`config.mk`:
```
export PLATFORM = sky130hd
export DESIGN_NAME = ifu_fetch
export DESIGN_NICKNAME = d
export VERILOG_FILES = /design/src/rtl/ifu_fetch.sv
export SDC_FILE = /design/constraint.sdc
export NUM_CORES = 1
export LEC_CHECK = 0
export ABC_AREA = 1
export BUFFER_PORTS_ARGS = -buffer_cell sky130_fd_sc_hd__buf_2
export CAP_MARGIN = 20
export CORE_MARGIN = 2
export CORE_UTILIZATION = 50
export CTS_CLUSTER_SIZE = 20
export DETAILED_ROUTE_END_ITERATION = 16
export GPL_TIMING_DRIVEN = 0
export PLACE_DENSITY = 0.75
export SLEW_MARGIN = 40
export SYNTH_ARGS = -nofsm -noshare
export SYNTH_HDL_FRONTEND = slang
export SYNTH_SLANG_ARGS = --single-unit
```
`constraint.sdc`:
```
create_clock -name clk -period 10.3 [get_ports clk]
set_input_delay 1.03 -clock clk [delete_from_list [all_inputs] [get_ports clk]]
set_output_delay 1.03 -clock clk [all_outputs]
set_load 0.03 [all_outputs]
```
`src/rtl/ifu_fetch.sv`:
```
// Instruction fetch stage: owns the PC, fetches over a req/gnt/rvalid bus and buffers {inst, addr} for decode.
// Optional IFU_MISALIGN_CHECK_EN adds fetch_misalign_o and parks fetch on a misaligned jump target.
`ifndef DATA_WIDTH
`define DATA_WIDTH 32
`endif

module ifu_fetch #(
  parameter logic [31:0]            RESET_PC   = 32'h0000_0000,
  parameter int unsigned            FIFO_DEPTH = 2,
  parameter logic [`DATA_WIDTH-1:0] NOP_INST   = `DATA_WIDTH'(32'h0000_0013)
) (
  input  logic                   clk,
  input  logic                   rst,
  input  logic                   stall_i,
  input  logic                   jump_i,
  input  logic [31:0]            jump_addr_i,
  output logic                   ibus_req_o,
  output logic [31:0]            ibus_addr_o,
  input  logic                   ibus_gnt_i,
  input  logic                   ibus_rvalid_i,
  input  logic [`DATA_WIDTH-1:0] ibus_rdata_i,
  output logic [`DATA_WIDTH-1:0] inst_o,
  output logic [31:0]            inst_addr_o,
`ifdef IFU_MISALIGN_CHECK_EN
  output logic                   fetch_misalign_o,
`endif
  output logic                   inst_valid_o
);

  localparam int unsigned DW = `DATA_WIDTH;
  localparam int unsigned PW = (FIFO_DEPTH > 1) ? $clog2(FIFO_DEPTH) : 1;
  localparam int unsigned CW = $clog2(FIFO_DEPTH + 1);
  localparam logic [CW-1:0] DEPTH_C = CW'(FIFO_DEPTH);

  typedef enum logic [1:0] {S_IDLE, S_REQ, S_WAIT} state_t;

  state_t        r_state;
  logic [31:0]   r_pc;
  logic [31:0]   r_req_pc;
  logic          r_drop;
  logic          r_mis;
  logic [CW-1:0] r_count;
  logic [PW-1:0] r_rd_ptr;
  logic [PW-1:0] r_wr_ptr;
  logic [DW-1:0] r_mem_inst [FIFO_DEPTH];
  logic [31:0]   r_mem_addr [FIFO_DEPTH];

  logic          w_empty;
  logic          w_full;
  logic          w_gnt;
  logic          w_push;
  logic          w_pop;
  logic          w_jump_mis;
  logic [31:0]   w_jump_pc;

`ifdef IFU_MISALIGN_CHECK_EN
  assign w_jump_mis       = (jump_addr_i[1:0] != 2'b00);
  assign w_jump_pc        = jump_addr_i;
  assign fetch_misalign_o = r_mis;
`else
  assign w_jump_mis       = 1'b0;
  assign w_jump_pc        = jump_addr_i & ~32'h0000_0003;
`endif

  assign w_empty      = (r_count == '0);
  assign w_full       = (r_count == DEPTH_C);
  assign ibus_req_o   = (r_state == S_REQ) && !w_full && !r_mis;
  assign ibus_addr_o  = r_pc;
  assign w_gnt        = ibus_req_o && ibus_gnt_i;
  assign w_push       = (r_state == S_WAIT) && ibus_rvalid_i && !r_drop && !jump_i;
  assign inst_valid_o = !w_empty && !jump_i;
  assign w_pop        = inst_valid_o && !stall_i;
  assign inst_o       = w_empty ? NOP_INST : r_mem_inst[r_rd_ptr];
  assign inst_addr_o  = w_empty ? 32'h0 : r_mem_addr[r_rd_ptr];

  // Buffer storage; contents are don't-care while the entry is not counted.
  always_ff @(posedge clk) begin
    if (w_push) begin
      r_mem_inst[r_wr_ptr] <= ibus_rdata_i;
      r_mem_addr[r_wr_ptr] <= r_req_pc;
    end
  end

  // FSM, PC and FIFO bookkeeping; a jump overrides push, pop and stall.
  always_ff @(posedge clk or negedge rst) begin
    if (!rst) begin
      r_state  <= S_IDLE;
      r_pc     <= RESET_PC;
      r_req_pc <= 32'h0;
      r_drop   <= 1'b0;
      r_mis    <= 1'b0;
      r_count  <= '0;
      r_rd_ptr <= '0;
      r_wr_ptr <= '0;
    end else if (jump_i) begin
      r_pc     <= w_jump_pc;
      r_mis    <= w_jump_mis;
      r_count  <= '0;
      r_rd_ptr <= '0;
      r_wr_ptr <= '0;
      case (r_state)
        S_IDLE: r_state <= S_REQ;
        S_REQ: begin
          if (w_gnt) begin
            r_req_pc <= r_pc;
            r_drop   <= 1'b1;
            r_state  <= S_WAIT;
          end
        end
        S_WAIT: begin
          if (ibus_rvalid_i) begin
            r_drop  <= 1'b0;
            r_state <= S_REQ;
          end else begin
            r_drop  <= 1'b1;
          end
        end
        default: r_state <= S_IDLE;
      endcase
    end else begin
      case (r_state)
        S_IDLE: r_state <= S_REQ;
        S_REQ: begin
          if (w_gnt) begin
            r_req_pc <= r_pc;
            r_pc     <= r_pc + 32'd4;
            r_state  <= S_WAIT;
          end
        end
        S_WAIT: begin
          if (ibus_rvalid_i) begin
            r_drop  <= 1'b0;
            r_state <= S_REQ;
          end
        end
        default: r_state <= S_IDLE;
      endcase
      if (w_push) r_wr_ptr <= r_wr_ptr + PW'(1);
      if (w_pop)  r_rd_ptr <= r_rd_ptr + PW'(1);
      case ({w_push, w_pop})
        2'b10:   r_count <= r_count + CW'(1);
        2'b01:   r_count <= r_count - CW'(1);
        default: r_count <= r_count;
      endcase
    end
  end

endmodule

```
; After elaboration in Yosys (flattened, before gate mapping)
; Memories as Yosys holds them, arrays and structs flattened.
; Cells that the tools add are included.
[op_classes]
n_addsub = 5
n_eq_ne = 8
n_mux = 22
n_reduce_logical = 26
[op_table]
columns = cell, n
row1 = 32-bit two-way mux, 5
row2 = "32-bit by 3-bit adder with 32-bit output, second input constant", 1
row3 = 2-bit nonzero test, 7
row4 = 1-bit two-way mux, 11
row5 = 1-bit logical AND, 7
row6 = "2-bit == test, second input constant", 3
row7 = 2-bit two-way mux, 3
row8 = 2-bit case mux with 3 select lines, 1
row9 = 2-bit AND reduction, 3
row10 = 1-bit logical NOT, 5
row11 = "2-bit by 1-bit == test with 1-bit output, second input constant", 2
row12 = 2-bit logical NOT, 2
row13 = "2-bit != test, second input constant", 2
row14 = 2-bit case mux with 2 select lines, 1
row15 = 4-bit AND reduction, 1
row16 = "3-bit != test, second input constant", 1
row17 = 3-bit nonzero test, 1
row18 = "1-bit adder, second input constant", 2
row19 = "2-bit by 1-bit adder with 2-bit output, second input constant", 1
row20 = 1-bit case mux with 2 select lines, 1
row21 = "2-bit by 1-bit subtractor with 2-bit output, second input constant", 1
[word_totals]
register_bits = 71
mem_bits_rw = 128
in_bits = 70
word_cells = 70
memories = 2
[mem_list]
columns = memory, words, word_bits, read_ports, rd_ports_with_merged_regs, wr, line_no
row1 = r_mem_addr, 2, 32, 1, 0, 1, 46  ; logic [31:0] r_mem_addr [FIFO_DEPTH];
row2 = r_mem_inst, 2, 32, 1, 0, 1, 45  ; logic [DW-1:0] r_mem_inst [FIFO_DEPTH];

; Logic depth before layout (Yosys ltp)
; Gate-level depths: netlist of the first run.
[logic_depth]
word_depth = 7
ltp_mapped = 10

; Worst setup path before layout of the first run
; OpenSTA, ideal clock, no wires.
[synth_timing]
path_type = input -> register
startpoint = in ibus_rvalid_i
endpoint = mem r_mem_addr[0][10], enable pin
arrival_time_ns = 4.047
slack_ns = 5.771
stages = 4
path_buffers = 0
cell_sequence = inv_1 > nor3_1 > nand2_1 > nor2_1
[synth_between]
elab_chain_len = 5
[synth_lines]
columns = element, line_no
row1 = from (decl), 20  ; input logic ibus_rvalid_i,
row2 = 1-bit logical AND (3 in series), 70  ; assign w_push = (r_state == S_WAIT) && ibus_rvalid_i && !r_drop && !jump_i;
row3 = 1-bit two-way mux, 78  ; if (w_push) begin
row4 = 1-bit two-way mux (not written as such), 80  ; r_mem_addr[r_wr_ptr] <= r_req_pc;
row5 = to (decl), 46
; No other way between the ends.

; Final worst setup path of the first run
[layout_timing]
startpoint = reg r_count[0]
endpoint = out inst_addr_o[13]
[layout_between]
elab_chain_len = 2
[layout_lines]
columns = element, line_no
row1 = from (decl), 42  ; logic [CW-1:0] r_count;
row2 = from (signal assigned), 141  ; 2'b10: r_count <= r_count + CW'(1);
row3 = from (signal assigned), 142  ; 2'b01: r_count <= r_count - CW'(1);
row4 = from (signal assigned), 143  ; default: r_count <= r_count;
row5 = 2-bit logical NOT, 65  ; assign w_empty = (r_count == '0);
row6 = 32-bit two-way mux, 74  ; assign inst_addr_o = w_empty ? 32'h0 : r_mem_addr[r_rd_ptr];
row7 = to (decl), 23  ; output logic [31:0] inst_addr_o,
; No other way between the ends.

==> flow_summary.toml, run 1 <==
[run_status]
status = "finished, final reports clean"

[place]
dpl_cell_area_mm2 = 0.00965
gp_congestion = 0.929
dp_slack_ps = 7430
dp_hpwl_um = 14500
port_buffers = 161

[clock_tree]
numCtsBuffers = 17
clk_latency_ps = 430
cts-resized-gates = 0
htree_levels = 4
postCtsSetupBuffers = 0
cts_root_buffer = "clkbuf_16"
clk_pin_slew_ps = 70
cts_hold_buf = 0
cts_sinks = 191
cts_buffer_depth = 2
cts_tree = "yes"

[setup_path]
r2r-end = "r_mem_inst[0][8]$_DFFE_PP_"
critPathLaunchType = "flop"
reg2reg_slack_ps = 8090
crit_required_ps = 9270
crit_family = "buffers and inverters"
crit_end = "inst_addr_o[13]"
critPathSlowestCell = "dfrtp_1"
end_kind = "output port"
critical_path_buf_inv_count = 2
critPathArrivalTime_ps = 2050
timing.rr.start = "r_state[0]$_DFFE_PN0P_"
r2r_cells = 7
cp_max_fo = 10
path_depth = 4
cpPeakStageDelay_ps = 440
crit_chain = "nor2_2, clkbuf_1, a21oi_1, buf_2"
cp-startpoint = "r_count[0]$_DFFE_PN0P_"
path_class = "flop to output port"

[global_route]
gr-total-overflow = 0
grt_pass1_vias = 6077
grt_usage = 0.231
grt_max_degree = 39
grt_pass1_wl_um = 31200
antenna_found_initial = 0

[routing]
drtPass1Iterations = 5
viasPerCell = 5.03
wl_per_cell_um = 15.4
num_vias = 6468
drt-total-wl_um = 19800
drc = 0
ant_nets = 0
drt-initial-drc-count = 443

[timing]
setup_viol = 0
finalWorstSetupSlack_ps = 7220
worst_pin_slew_ps = 677
post-route-period-util = 0.299
drv_slew = 0
hold_viol_final = 0
tns_ps = 0
rsz0062_at_grt = "false"
max_freq_mhz = 325
fin_skew_ps = 6.20
slew_headroom = 0.549
min_period_ps = 3080

[logic_synthesis]
yosysSeqAreaShare = 0.649
synthesis.area_mm2 = 0.00832
ys_types = 30
syn_avg_cell_area_um2 = 9.67
yosys-top-cells-area = "edfxtp_1 45%, dfrtp_1 20%, nand2_1 14%"
synth_top_area_share = 0.447
ys_seq_elements = 191
yosysTopAreaCell = "edfxtp_1"
synthesis.instances = 861
yosysWarnings = 0

[die]
start_util = 0.507
die-area_mm2 = 0.0177
die_h_um = 133
num_io_pins = 168
std_cell_rows = 47
coreArea_mm2 = 0.0164
die_x_um = 133

[run]
max_cap_viol_count = 0

[finish]
diodes = 0
final_area_mm2 = 0.0103
final_nets = 1123
drive_gt1_frac = 0.217
syn2layout_area_growth_pct = 23.4
fillCellCount = 1332

[power]
max-vdd-ir-drop_v = 0.000148
power.leakage_nw = 4.49
p_per_area_mw_per_mm2 = 247
total_power_mw = 2.53

[min_path]
min_path_type = "input pin to asynchronous set/reset pin"
## stage by stage
step | cells | util | hold WS, ps
after floorplan | 864 | - | 442
after detailed placement | 1253 | 0.588 | 459
after global routing | 1285 | 0.626 | 479
after CTS | 1285 | 0.626 | 468
final | 1285 | 0.626 | 468
after global placement | 1245 | 0.574 | 452
## cell type report
| type | instances | area (um^2) | area share |
|---|---|---|---|
| Multi-Input combinational cell | 567 | 2500 | 0.244 |
| Timing Repair Buffer | 169 | 1020 | 0.0998 |
| Clock inverter | 13 | 185 | 0.0180 |
| Tap cell | 220 | 275 | 0.0268 |
| Clock buffer | 19 | 433 | 0.0422 |
| Sequential cell | 191 | 5400 | 0.526 |
| Buffer | 38 | 191 | 0.0186 |
| Inverter | 68 | 255 | 0.0249 |
## registers in the layout, summed over array words and instances (netlist names)
name	flops
r_rd_ptr	1
ibus_addr_o	30
r_count	2
r_mem_inst	64
r_state	2
r_mem_addr	60
r_drop	1
r_req_pc	30
r_wr_ptr	1
## cell usage after synthesis
cell,number
and2_1,1
o21ai_0,52
nand3_4,1
o21bai_2,1
clkbuf_1,18
conb_1,1
xor2_1,7
nor2_1,50
nand2_1,313
buf_6,2
nor3_1,3
o21ai_1,9
nor2_4,3
dfrtp_1,67
edfxtp_1,124
o211ai_1,2
nand2_2,4
inv_2,3
o22ai_1,1
nor2_2,4
a31oi_1,2
a21oi_1,65
buf_2,6
o21bai_1,6
nand4_1,1
buf_1,5
nand3_1,37
buf_4,7
ha_1,1
inv_1,65
## routing by layer
| layer | routed length [um] | GRT usage |
|---|---|---|
| met5 | 0 | 0 |
| met4 | 362 | 0.0753 |
| met1 | 8460 | 0.308 |
| met2 | 9590 | 0.382 |
| met3 | 1360 | 0.0471 |
## cell families (layout without fill, tap and decap cells)
kind of cell / after synthesis / count (layout) / share of synthesized area
AO/OA/AOI/OAI: 138 / 138 / 0.0866
XOR/XNOR: 7 / 7 / 0.00737
adder cells (fa/ha/maj): 1 / 1 / 0.00150
buffers and inverters: 106 / 307 / 0.0537
flip-flops: 191 / 191 / 0.649
other: 1 / 4 / 0.000451
AND/OR/NAND/NOR: 417 / 417 / 0.201
## worst min-delay path by stage
stage	from	slack, ps	endpoint
after floorplan	r_req_pc[10]$_DFFE_PN0P_	440	r_mem_addr[0][10]$_DFFE_PP_
final	rst	470	ibus_addr_o[2]$_DFFE_PN0P_
after global routing	rst	480	ibus_addr_o[2]$_DFFE_PN0P_
after detailed placement	r_req_pc[24]$_DFFE_PN0P_	460	r_mem_addr[1][24]$_DFFE_PP_
after global placement	r_req_pc[20]$_DFFE_PN0P_	450	r_mem_addr[0][20]$_DFFE_PP_
after CTS	rst	470	ibus_addr_o[5]$_DFFE_PN0P_
## worst register-to-register path: stages (launching register included)
cell     delay (ps)
dfrtp_1         370
inv_1            80
nand2_1         110
nor3_1          310
nand2_1         180
nor2_4          460
buf_16          230
buf_16          170
## where the power goes
part,total [mW],switching (mW),internal [mW],leakage [nW]
sequential,1.04,0.0975,0.944,1.95
clock,0.683,0.275,0.408,0.300
combinational,0.808,0.589,0.218,2.24
total,2.53,0.962,1.57,4.49
## layout by cell type (no fill, tap or decap), types with 20 or more instances in the layout
| cell | n |
|---|---|
| a21oi_1 | 65 |
| buf_2 | 166 |
| clkbuf_1 | 20 |
| dfrtp_1 | 67 |
| edfxtp_1 | 124 |
| inv_1 | 65 |
| nand2_1 | 313 |
| nand3_1 | 37 |
| nor2_1 | 48 |
| o21ai_0 | 52 |
Power figures use the tool's default switching activity.
==> run 2, diff against run 1 <==
--- a/config.mk
+++ b/config.mk
@@ -5,15 +5,15 @@
 export SDC_FILE = /design/constraint.sdc
 export NUM_CORES = 1
 export LEC_CHECK = 0
-export ABC_AREA = 1
+export ABC_AREA = 0
 export BUFFER_PORTS_ARGS = -buffer_cell sky130_fd_sc_hd__buf_2
 export CAP_MARGIN = 20
 export CORE_MARGIN = 2
-export CORE_UTILIZATION = 50
+export CORE_UTILIZATION = 49
 export CTS_CLUSTER_SIZE = 20
 export DETAILED_ROUTE_END_ITERATION = 16
 export GPL_TIMING_DRIVEN = 0
-export PLACE_DENSITY = 0.75
+export PLACE_DENSITY = 0.77
 export SLEW_MARGIN = 40
 export SYNTH_ARGS = -nofsm -noshare
 export SYNTH_HDL_FRONTEND = slang
==> constraint.sdc (replaced) <==
create_clock -name clk -period 2.7 [get_ports clk]
set_input_delay 0.27 -clock clk [delete_from_list [all_inputs] [get_ports clk]]
set_output_delay 0.27 -clock clk [all_outputs]
set_load 0.03 [all_outputs]
==> run 2 against run 1 <==
  * Register-to-register slack lost 7700 ps
  * Largest power group unchanged
  * Utilization is 1.2 points lower
  * Clock power grew to 3.6 times the previous value
  * First-iteration DRC count decreased by 19%
  * Global-route usage is 3.3 points lower
  * Critical path depth is 1 higher
  * Final area decreased by 5.3%
  * Final cell count shrank 18%
==> flow_summary.toml, run 2 <==
[run_status]
status = "finished, final reports clean"

[global_route]
gr-total-overflow = 0
grt_pass1_wl_um = 25300
grt_usage = 0.198
met2_usage = 0.332
met3_usage = 0.0371
grt_pass1_vias = 4990
grt_use_met1 = 0.262
antenna_found_initial = 0
grt_max_degree = 39
top_usage_layer = "met2"

[timing]
worst_pin_slew_ps = 670
setup_viol = 0
timing.hold.ws_ps = 30.5
max_freq_mhz = 397
min_period_ps = 2520
hold_viol_final = 0
drv_slew = 0
slew_headroom = 0.553
fin_skew_ps = 5.67
rsz0062_at_grt = "false"
post-route-period-util = 0.933

[logic_synthesis]
synth-edff-count = 124
synthesis.instances = 628
yosysWarnings = 0
synth_top_area_share = 0.472
yosys.cell_count.top_type = "edfxtp_1"
ys_seq_elements = 191
synth_ff_type = "edfxtp_1"
synthesis.area_mm2 = 0.00789
yosysTopAreaCell = "edfxtp_1"
syn_avg_cell_area_um2 = 12.6
yosys-top-cells-area = "edfxtp_1 47%, dfrtp_1 21%, mux2i_1 8.0%"
ys_top_cells_by_count = "124 x edfxtp_1, 123 x nand2_1, 71 x nor2_1, 67 x dfrtp_1, 63 x mux2i_1"
ys_async_sr_fraction = 0.351
yosysSeqAreaShare = 0.685
ys_types = 45

[finish]
post-route-util = 0.614
largest_reg_flops = 64
syn2layout_area_growth_pct = 23.2
drive_gt1_frac = 0.274
reg.largest.list = "r_mem_inst x64, r_mem_addr x60"
diodes = 0
layout_commonest_cell = "buf_2"
final_nets = 891
regMostFlops = "r_mem_inst"
final_cell_mix = "164 x buf_2, 124 x edfxtp_1, 123 x nand2_1"

[die]
start_util = 0.498
num_io_pins = 168
die_h_um = 131
std_cell_rows = 46
coreArea_mm2 = 0.0158
die_x_um = 131
die-area_mm2 = 0.0171

[setup_path]
path_class = "flop to output port"
cpPeakStageDelay_ps = 450
crit_chain = "clkdlybuf4s15_2, nor2_2, clkbuf_1, nor2_1, buf_2"
end_kind = "output port"
crit_family = "buffers and inverters"
cp_max_fo = 10
critPathLaunchType = "flop"
timing.rr.start = "ibus_addr_o[2]$_DFFE_PN0P_"
r2r_cells = 7
r2r-end = "ibus_addr_o[28]$_DFFE_PN0P_"
critPathSlowestCell = "nor2_2"
critical_path_buf_inv_count = 3
critPathArrivalTime_ps = 2250
reg2reg_slack_ps = 420
crit_required_ps = 2430

[power]
max-vdd-ir-drop_v = 0.000473
power.leakage_nw = 3.89
total_power_mw = 7.25
p_per_area_mw_per_mm2 = 746

[place]
dp_hpwl_um = 12100
port_buffers = 160
gp_congestion = 0.797

[routing]
ant_nets = 0
viasPerCell = 5.05
drtPass1Iterations = 4
drt-total-wl_um = 16700
drt-initial-drc-count = 357
num_vias = 5295
wl_per_cell_um = 15.9
drc = 0

[run]
max_cap_viol_count = 0

[clock_tree]
cts_tree = "yes"
clk_pin_slew_ps = 70
cts_root_buffer = "clkbuf_16"
numCtsBuffers = 17
cts_buffer_depth = 2
htree_levels = 4
postCtsSetupBuffers = 0
clk_latency_ps = 420
cts_sinks = 191

[min_path]
hold_path.startpoint = "ibus_rdata_i[12]"
holdPathEnd = "r_mem_inst[1][12]$_DFFE_PP_"
min_path_type = "input pin to flop"
whs_path_depth = 1
==> run 2: cell count changes in the layout (fill, tap and decap cells not counted), moves of 9 or more <==
cell     previous run  this run
inv_1              65         5
o21ai_0            52        38
nor2_1             48        70
o21ai_1             9         0
mux2i_1             0        63
xnor2_1             0        18
nand4_1             1        10
nand2_1           313       123
a21oi_1            65         5
nand3_1            37         6
==> run 2: power breakdown <==
group          internal [mW]  leakage, nW  switching, mW  total (mW)
Combinational          0.340         1.65          0.660        1.00
Clock                   1.35        0.287           1.09        2.44
Sequential              3.53         1.95          0.276        3.81
==> run 2: metrics by stage <==
step | TNS, ps | std cells | instance area (um^2) | setup WS (ps)
6_report | 0 | 1049 | 9720 | 181
5_1_grt | 0 | 1049 | 9720 | 19.5
4_1_cts | 0 | 1049 | 9720 | 121
3_5_place_dp | 0 | 1016 | 9120 | 341
3_3_place_gp | -54170 | 1007 | 8990 | -878
2_1_floorplan | -3390 | 631 | 7920 | -54.6
==> run 2: metal layers <==
metal	routed length (um)	vias to the layer above
met5	0	-
met4	233	0
met3	793	16
met2	8240	155
met1	7400	2543
li1	-	2581
==> run 2: worst max-delay path by stage <==
stage	from	end	slack, ps	cells past startpoint
finish	r_count[1]$_DFFE_PN0P_	inst_o[3]	180	5
global route	r_count[1]$_DFFE_PN0P_	inst_o[3]	20	5
CTS	r_count[1]$_DFFE_PN0P_	inst_o[3]	120	5
detailed placement	r_rd_ptr$_DFFE_PN0P_	inst_o[3]	340	5
global placement	r_state[1]$_DFFE_PN0P_	r_mem_addr[0][3]$_DFFE_PP_	-880	4
floorplan	r_state[0]$_DFFE_PN0P_	r_mem_addr[0][10]$_DFFE_PP_	-50	4
==> run 2: final cells by class <==
cell class              count  area [um^2]
clock buffers              19          454
clock inverters            13          125
plain buffers              36          180
fillers                  1249         6110
inverters                   5         18.8
repair buffers            170          941
multi-input cells         399         2330
well taps                 216          270
flip-flops and latches    191         5400
==> run 2: cell families (layout without fill, tap and decap cells) <==
| group | after synthesis | count (layout) | synth area share |
|---|---|---|---|
| compound gates | 48 | 48 | 0.0322 |
| xor+xnor | 29 | 29 | 0.0322 |
| fa+ha+maj | 1 | 1 | 0.00159 |
| buf+inv | 41 | 243 | 0.0243 |
| flops | 191 | 191 | 0.685 |
| mux | 64 | 64 | 0.0814 |
| other cells | 1 | 4 | 0.000476 |
| simple gates | 253 | 253 | 0.143 |
==> run 2: repair_timing <==
| item | in CTS | in global routing |
|---|---|---|
| resized for setup | 6 | 0 |
| endpoints found under the hold margin | 42 | 0 |
| endpoints found under the setup margin | 59 | 0 |
| hold buffers | 1 | 0 |
==> run 3, diff against run 2 <==
--- a/config.mk
+++ b/config.mk
@@ -8,12 +8,12 @@
 export ABC_AREA = 0
 export BUFFER_PORTS_ARGS = -buffer_cell sky130_fd_sc_hd__buf_2
 export CAP_MARGIN = 20
-export CORE_MARGIN = 2
-export CORE_UTILIZATION = 49
+export CORE_MARGIN = 3
+export CORE_UTILIZATION = 50
 export CTS_CLUSTER_SIZE = 20
 export DETAILED_ROUTE_END_ITERATION = 16
 export GPL_TIMING_DRIVEN = 0
-export PLACE_DENSITY = 0.77
+export PLACE_DENSITY = 0.75
 export SLEW_MARGIN = 40
 export SYNTH_ARGS = -nofsm -noshare
 export SYNTH_HDL_FRONTEND = slang
==> constraint.sdc (replaced) <==
create_clock -name clk -period 2.4 [get_ports clk]
set_input_delay 0.24 -clock clk [delete_from_list [all_inputs] [get_ports clk]]
set_output_delay 0.24 -clock clk [all_outputs]
set_load 0.03 [all_outputs]
==> run 3 against run 2 <==
  * Total power up 11%
  * Global-route usage up 0.47 points
  * Clock skew up 3.1 ps
  * Register-to-register slack worse by 300 ps
  * Critical path depth up 2
  * Critical path type is now flop to flop
  * Non-clock buffer count up 18
  * Die area up 1.1%
  * First-iteration DRC count down 24%
  * Largest cell class unchanged
  * Count of clock-buffer cells in the layout unchanged
  * Sequential cell count unchanged
  * Via count up 3.0%
  * Final cell count up 1.2%
==> flow_summary.toml, run 3 (synthesized netlist as in run 2, its figures left out) <==
[finish]
reg.largest.list = "r_mem_inst x64, r_mem_addr x60"
largest_reg_flops = 64
diodes = 0
syn2layout_area_growth_pct = 25.4
layout.cells.non_filler = 1062
final_nets = 909
post-route-util = 0.646
final_cell_mix = "164 x buf_2, 124 x edfxtp_1, 123 x nand2_1"
layout_commonest_cell = "buf_2"
regMostFlops = "r_mem_inst"
drive_gt1_frac = 0.274

[setup_path]
r2r-end = "ibus_addr_o[28]$_DFFE_PN0P_"
crit_required_ps = 2690
cp_max_fo = 7
critPathArrivalTime_ps = 2570
reg2reg_slack_ps = 120
end_kind = "flop"
path_class = "flop to flop"
r2r_cells = 7
critPathLaunchType = "flop"
timing.rr.start = "ibus_addr_o[2]$_DFFE_PN0P_"

[timing]
setup_viol = 0
drv_slew = 0
worst_pin_slew_ps = 671
post-route-period-util = 0.949
slew_headroom = 0.552
finalWorstSetupSlack_ps = 123
hold_viol_final = 0
rsz0062_at_grt = "false"
tns_ps = 0
min_period_ps = 2280
max_freq_mhz = 439
fin_skew_ps = 8.79

[place]
dp_hpwl_um = 12200
gp_congestion = 0.853
port_buffers = 160
place_inst = 1010
dp_slack_ps = 78.6

[global_route]
grt_pass1_wl_um = 27900
gr-total-overflow = 0
grt_pass1_vias = 5482
antenna_found_initial = 0
grt_max_degree = 43
grt_usage = 0.203

[routing]
num_vias = 5455
viasPerCell = 5.14
drt-initial-drc-count = 272
ant_nets = 0
drt-total-wl_um = 17200
drtPass1Iterations = 5
drc = 0
wl_per_cell_um = 16.2

[clock_tree]
postCtsSetupBuffers = 0
numCtsBuffers = 17
htree_levels = 4
cts_root_buffer = "clkbuf_16"
cts_buffer_depth = 2
clk_pin_slew_ps = 70
clk_latency_ps = 420
cts_sinks = 191
cts_tree = "yes"

[min_path]
holdPathEnd = "r_mem_inst[1][22]$_DFFE_PP_"
whs_path_depth = 1
min_path_type = "input pin to flop"
hold_path.startpoint = "ibus_rdata_i[22]"

[power]
p_per_area_mw_per_mm2 = 815
max-vdd-ir-drop_v = 0.000553
power.leakage_nw = 3.95
total_power_mw = 8.06

[run_status]
status = "finished, final reports clean"

[die]
std_cell_rows = 45
start_util = 0.515
coreArea_mm2 = 0.0153
die-area_mm2 = 0.0173
die_x_um = 132
die_h_um = 132
num_io_pins = 168

[run]
max_cap_viol_count = 0
==> run 3: metrics by stage <==
step           area (um^2)  hold WS, ps
2_1_floorplan         7920        -55.6
3_3_place_gp          8980          430
3_5_place_dp          9100          173
4_1_cts               9870        0.596
5_1_grt               9890         2.20
6_report              9890         18.8
==> run 3: worst max-delay path by stage <==
stage	from	to	slack (ps)	depth (start not counted)
2_1_floorplan	r_state[0]$_DFFE_PN0P_	r_mem_addr[0][10]$_DFFE_PP_	-350	4
3_3_place_gp	r_state[1]$_DFFE_PN0P_	r_mem_inst[0][20]$_DFFE_PP_	-1090	4
3_5_place_dp	r_count[1]$_DFFE_PN0P_	inst_addr_o[31]	80	5
4_1_cts	r_count[1]$_DFFE_PN0P_	inst_addr_o[31]	20	5
5_1_grt	r_rd_ptr$_DFFE_PN0P_	inst_o[25]	5	4
6_report	ibus_addr_o[2]$_DFFE_PN0P_	ibus_addr_o[28]$_DFFE_PN0P_	120	7
==> run 3: layout make-up <==
cell class                      count  area (um^2)
Buffer                             35          183
Clock buffer                       19          443
Timing Repair Buffer              189         1120
Inverter                            5         18.8
Tap cell                          211          264
Sequential cell                   191         5400
Fill cell                        1238         5430
Multi-Input combinational cell    399         2340
Clock inverter                     13          113
==> run 3: layer usage <==
metal	track usage	vias to the layer above	wire [um]
met1	0.265	2605	7430
met2	0.338	218	8420
met5	0	-	0
met3	0.0486	17	1120
met4	0.0653	0	225
li1	-	2615	-
==> run 3: critical path, stage by stage (launching register included) <==
cell and delay, ps:
dfrtp_1 530, ha_2 310, nand2_1 90, or4_1 420
buf_2 180, nor4_1 360, xnor2_1 170, o21ai_0 80
==> run 3: power by group <==
part | switching (mW) | internal (mW)
logic | 0.744 | 0.403
clock network | 1.17 | 1.46
registers | 0.313 | 3.97
total | 2.23 | 5.83
==> run 3: timing repair <==
item                                    CTS  global route
gates resized for setup                   8            12
hold buffers                             21             0
endpoints found under the setup margin   60            35
pin swaps                                 0             0
hold endpoints to repair                 64             0
